`config.mk`:
```
export PLATFORM = sky130hd
export DESIGN_NAME = alu_arbiter
export DESIGN_NICKNAME = d
export VERILOG_FILES = /design/src/rtl/alu_arbiter.sv
export SDC_FILE = /design/constraint.sdc
export NUM_CORES = 1
export LEC_CHECK = 0
export ABC_AREA = 1
export CELL_PAD_IN_SITES_DETAIL_PLACEMENT = 0
export CELL_PAD_IN_SITES_GLOBAL_PLACEMENT = 1
export CORE_AREA = 2 2 69 71
export CTS_CLUSTER_DIAMETER = 50
export CTS_CLUSTER_SIZE = 14
export DETAILED_ROUTE_END_ITERATION = 8
export DIE_AREA = 0 0 71 73
export PLACE_DENSITY = 0.85
export SYNTH_ARGS = -nofsm -noshare
export SYNTH_HDL_FRONTEND = slang
export SYNTH_SLANG_ARGS = --single-unit
```
`constraint.sdc`:
```
create_clock -name clk -period 4.2 [get_ports clk]
set_clock_uncertainty 0.1 [all_clocks]
set_input_delay 0.42 -clock clk [delete_from_list [all_inputs] [get_ports clk]]
set_output_delay 0.42 -clock clk [all_outputs]
set_load 0.005 [all_outputs]
```
`src/rtl/alu_arbiter.sv`:
```
`default_nettype none
// ============================================================================
// alu_arbiter : round-robin two-port arbiter/sequencer for the shared ALU.
// Revision    : 1.0
// ============================================================================
module alu_arbiter #(
   parameter int N        = 4,
   parameter int MULT_LAT = 2,
   parameter int DIV_LAT  = 4
) (
   input  logic         clk,
   input  logic         rst,
   input  logic         req0_valid_i,
   input  logic [3:0]   req0_op_i,
   input  logic [N-1:0] req0_a_i,
   input  logic [N-1:0] req0_b_i,
   output logic         req0_ready_o,
   input  logic         req1_valid_i,
   input  logic [3:0]   req1_op_i,
   input  logic [N-1:0] req1_a_i,
   input  logic [N-1:0] req1_b_i,
   output logic         req1_ready_o,
   output logic [N-1:0] alu_a_o,
   output logic [N-1:0] alu_b_o,
   output logic [3:0]   alu_ctrl_o,
   input  logic [N-1:0] alu_result_i,
   output logic         rsp_valid_o,
   input  logic         rsp_ready_i,
   output logic         rsp_id_o,
   output logic [N-1:0] rsp_result_o,
   output logic         rsp_err_o
);

   localparam int c_MAX_LAT = (MULT_LAT > DIV_LAT) ? MULT_LAT : DIV_LAT;
   localparam int c_CW      = $clog2(c_MAX_LAT) + 1;
   localparam logic [c_CW-1:0] c_MULT_CNT = c_CW'(MULT_LAT - 1);
   localparam logic [c_CW-1:0] c_DIV_CNT  = c_CW'(DIV_LAT - 1);
   localparam logic [3:0] c_OP_MULT = 4'd2;
   localparam logic [3:0] c_OP_DIV  = 4'd3;
   localparam logic [3:0] c_OP_MAX  = 4'd9;

   typedef enum logic [1:0] {
      ST_IDLE = 2'd0,
      ST_EXEC = 2'd1,
      ST_RESP = 2'd2
   } state_t;

   state_t            state_q;
   logic              last_grant_q;
   logic [c_CW-1:0]   cnt_q;
   logic [N-1:0]      alu_a_q;
   logic [N-1:0]      alu_b_q;
   logic [3:0]        alu_ctrl_q;
   logic              rsp_valid_q;
   logic              rsp_id_q;
   logic [N-1:0]      rsp_result_q;
   logic              rsp_err_q;

   logic              w_idle;
   logic              w_grant;
   logic              w_hs;
   logic [3:0]        w_op;
   logic [N-1:0]      w_a;
   logic [N-1:0]      w_b;
   logic              w_illegal;
   logic              w_div0;
   logic [c_CW-1:0]   w_cnt_init;

   // Readys are masked while reset is held so nothing is offered mid-reset.
   assign w_idle  = (state_q == ST_IDLE) & ~rst;
   assign w_grant = req1_valid_i & (~req0_valid_i | ~last_grant_q);

   assign req0_ready_o = w_idle & req0_valid_i & ~w_grant;
   assign req1_ready_o = w_idle & req1_valid_i &  w_grant;
   assign w_hs         = req0_ready_o | req1_ready_o;

   assign w_op = w_grant ? req1_op_i : req0_op_i;
   assign w_a  = w_grant ? req1_a_i  : req0_a_i;
   assign w_b  = w_grant ? req1_b_i  : req0_b_i;

   assign w_illegal = (w_op > c_OP_MAX);
   assign w_div0    = (w_op == c_OP_DIV) && (w_b == '0);

   always_comb begin
      w_cnt_init = '0;
      if (w_op == c_OP_MULT)
         w_cnt_init = c_MULT_CNT;
      else if (w_op == c_OP_DIV)
         w_cnt_init = c_DIV_CNT;
   end

   always_ff @(posedge clk or posedge rst) begin
      if (rst) begin
         state_q      <= ST_IDLE;
         last_grant_q <= 1'b1;
         cnt_q        <= '0;
         alu_a_q      <= '0;
         alu_b_q      <= '0;
         alu_ctrl_q   <= 4'b0000;
         rsp_valid_q  <= 1'b0;
         rsp_id_q     <= 1'b0;
         rsp_result_q <= '0;
         rsp_err_q    <= 1'b0;
      end else begin
         case (state_q)
            ST_IDLE: begin
               if (w_hs) begin
                  last_grant_q <= w_grant;
                  rsp_id_q     <= w_grant;
                  if (w_illegal) begin
                     rsp_err_q    <= 1'b1;
                     rsp_result_q <= '0;
                     rsp_valid_q  <= 1'b1;
                     state_q      <= ST_RESP;
                  end else if (w_div0) begin
                     rsp_err_q    <= 1'b1;
                     rsp_result_q <= '1;
                     rsp_valid_q  <= 1'b1;
                     state_q      <= ST_RESP;
                  end else begin
                     alu_a_q    <= w_a;
                     alu_b_q    <= w_b;
                     alu_ctrl_q <= w_op;
                     cnt_q      <= w_cnt_init;
                     state_q    <= ST_EXEC;
                  end
               end
            end
            ST_EXEC: begin
               if (cnt_q == '0) begin
                  rsp_result_q <= alu_result_i;
                  rsp_err_q    <= 1'b0;
                  rsp_valid_q  <= 1'b1;
                  state_q      <= ST_RESP;
               end else begin
                  cnt_q <= cnt_q - 1'b1;
               end
            end
            ST_RESP: begin
               if (rsp_ready_i) begin
                  rsp_valid_q <= 1'b0;
                  state_q     <= ST_IDLE;
               end
            end
            default: state_q <= ST_IDLE;
         endcase
      end
   end

   assign alu_a_o      = alu_a_q;
   assign alu_b_o      = alu_b_q;
   assign alu_ctrl_o   = alu_ctrl_q;
   assign rsp_valid_o  = rsp_valid_q;
   assign rsp_id_o     = rsp_id_q;
   assign rsp_result_o = rsp_result_q;
   assign rsp_err_o    = rsp_err_q;

endmodule
`default_nettype wire

```
==> flow_metrics.tcl <==
set metrics [dict create \
    routed_wl_um 3003 \
    hpwl_um 2352 \
    final_common_cell "nand2_1" \
    cpMaxStageDelayCell "clkdlybuf4s50_1" \
    hold_class "reg -> reg" \
    stdcell_count 286 \
    ys_warn_count 0 \
    fmax_ghz 0.3908 \
    clk_path_buf_depth 2 \
    layout-drive-gt1-share_pct 7.759 \
    tns_ns 0 \
    cts_sinks 25 \
    std_cell_rows 25 \
    synth.area.mux_share_pct 2.865 \
    critPathArrivalTime_ns 2.04 \
    min_period_over_period_pct 60.92 \
    synth_area_leaders "dfrtp_1 (43%), nand2_1 (18%), inv_1 (5.6%)" \
    via_count 1270 \
    cts_buffers 3 \
    synthCells 179 \
    worst-path-buf-inv 4 \
    critPathMaxFanout 13 \
    fin_crit_ns 2.559 \
    power_density_mw_per_mm2 587.8 \
    avgViaCountPerCell 4.441 \
    synthXorXnorAreaFrac_pct 0.6267 \
    grt_pass1_wl_um 5154 \
    final_net_count 268 \
    ys_seq_area_share_pct 44.85 \
    place_congestion 0.7875 \
    dieArea_mm2 0.005183 \
    hold_viol 0 \
    io_pins 54 \
    drc_errors 0 \
    portBuffers 53 \
    cp_cell_sequence "clkdlybuf4s50_1 -> nand2_4 -> inv_2 -> nand2_2 -> inv_1 -> clkdlybuf4s50_1" \
    start_util_pct 30.81 \
    synthesis.nets 214 \
    endpoint_kind "output port" \
    final_antenna_net_count 0 \
    wl_per_cell_um 10.50 \
    setup_violations 0 \
    core_area_mm2 0.004536 \
    p_total_w 0.001174 \
    status "finished, final reports clean" \
    synth-adder-area-share_pct 1.791 \
    drv_cap 0 \
    drt_iter0_drc 101 \
    synth_simple_gate_area_share_pct 33.93 \
    tritoncts "yes" \
    path_clk_slew_ns 0.08 \
    grt_start_max_net_pins 29 \
    crit_top_cell "clkdlybuf4s50_1" \
    cts_resized 0 \
    fp.dieW_um 71 \
    dp_cells 282 \
    grt_pass1_vias 1190 \
    worstMarginPinSlew_ns 0.9235 \
    synth_compound_area_share_pct 6.804 \
    cp_top_family "buffers and inverters" \
    cp-start-kind "input pin" \
    globalRoute.totalOverflow 0 \
    syn_area_mm2 0.001398 \
    rsz0062_at_grt "no" \
    first_pass_iters 4 \
    die_h_um 73 \
    synth-seq-cells 25 \
    clock_latency_ns 0.27 \
    syn_avg_cell_area_um2 7.808 \
    slew_violations 0 \
    synth.distinct_cells 25 \
    layout.cells.most_common_list "nand2_1 (67), clkdlybuf4s50_1 (53), dfrtp_1 (24)" \
    antenna_found_initial 0 \
    ir_drop_uv 169.4 \
    syn2layout_area_growth_pct 42.88 \
    synth_top_family_by_area "simple AND/OR/NAND/NOR gates" \
    clock-root-buffer "clkbuf_8" \
    synth_top_area_share_pct 42.97 \
    leakagePower_nw 1.005 \
    ctsHoldBuffers 0 \
    relSlewSlack_pct 38.36 \
    htree_levels 1 \
    post-cts-setup-buffers 0 \
    grt_usage_pct 12.30 \
    critPathRequiredTime_ns 3.68 \
    diodes 0 \
    yosys.area.top_type "dfrtp_1" \
    cpPeakStageDelay_ns 0.67 \
    path_class "in -> out" \
]
worst register-to-register path, delay by kind of cell (launching register included):
kind	cells	cell delay (ns)
AND/OR/NAND/NOR	10	1.31
flip-flops	1	0.56
buffers and inverters	1	0.07
logic make-up after synthesis:
group	Yosys count
AND/OR/NAND/NOR	103
buffers and inverters	26
flip-flops	25
AO/OA/AOI/OAI	18
multiplexers	4
adder cells (fa/ha/maj)	2
XOR/XNOR	1
final timing paths:
| check | end | depth (start not counted) | startpoint | slack (ns) |
|---|---|---|---|---|
| worst max-delay path | req1_ready_o | 6 | req1_valid_i | 1.64 |
| worst min-delay path | rsp_id_o | 2 | rsp_id_o | 0.38 |
| min in group asynchronous | rsp_valid_o | 2 | rst | 0.58 |
| worst min register to register | rsp_id_o | 2 | rsp_id_o | 0.38 |
| max in group asynchronous | alu_a_o[0] | 2 | rst | 2.85 |
| worst max register to register | cnt_q[2] | 11 | last_grant_q | 2.06 |
metrics by stage:
| step | util [%] | instance area [µm²] | hold WS, ns | setup WS (ns) |
|---|---|---|---|---|
| 2_1_floorplan | - | 1398 | 0.3466 | 2.440 |
| 3_3_place_gp | 43.01 | 1951 | 0.3545 | 1.655 |
| 5_1_grt | 44.03 | 1997 | 0.4009 | 1.542 |
| 3_5_place_dp | 43.01 | 1951 | 0.3576 | 1.610 |
| 6_report | 44.03 | 1997 | 0.3755 | 1.641 |
| 4_1_cts | 44.03 | 1997 | 0.3804 | 1.627 |
layout make-up:
cell class                      count  area [µm²]
Inverter                           22       82.58
Sequential cell                    25       626.9
Multi-Input combinational cell    128       643.1
Fill cell                         475        2539
Clock buffer                        3       41.29
Tap cell                           54       67.56
Timing Repair Buffer               53       530.5
Clock inverter                      1       5.005
Yosys cell counts (all sizes together):
cell type  number
ha              2
dfstp           1
o21ai          15
nand3b          5
inv            22
nor2            9
xnor2           1
nand2          74
o22ai           1
a21oi           2
buf             4
nand3          14
nor3            1
dfrtp          24
mux2i           4
state kept, by name, indices dropped and copies added, names as in the netlist:
register	cells
alu_b_o	4
state_q	2
rsp_err_o	1
alu_a_o	4
rsp_id_o	1
cnt_q	3
rsp_valid_o	1
last_grant_q	1
alu_ctrl_o	4
rsp_result_o	4
report_power, final:
group          switching [W]  leakage, nW  internal, W
logic               0.000295        0.669     0.000310
clock network      0.0000779       0.0255    0.0000665
registers          0.0000652        0.310     0.000360
layer usage:
layer  share of wire [%]  vias to the layer above  global-route usage (%)
met3                 5.2                        5                   2.072
met5                   0                        -                       0
met1                  49                      559                   16.80
met2                  44                       36                   19.73
li1                    -                      670                       -
met4                 1.5                        0                   4.403
(Power assumes the default switching activity.)
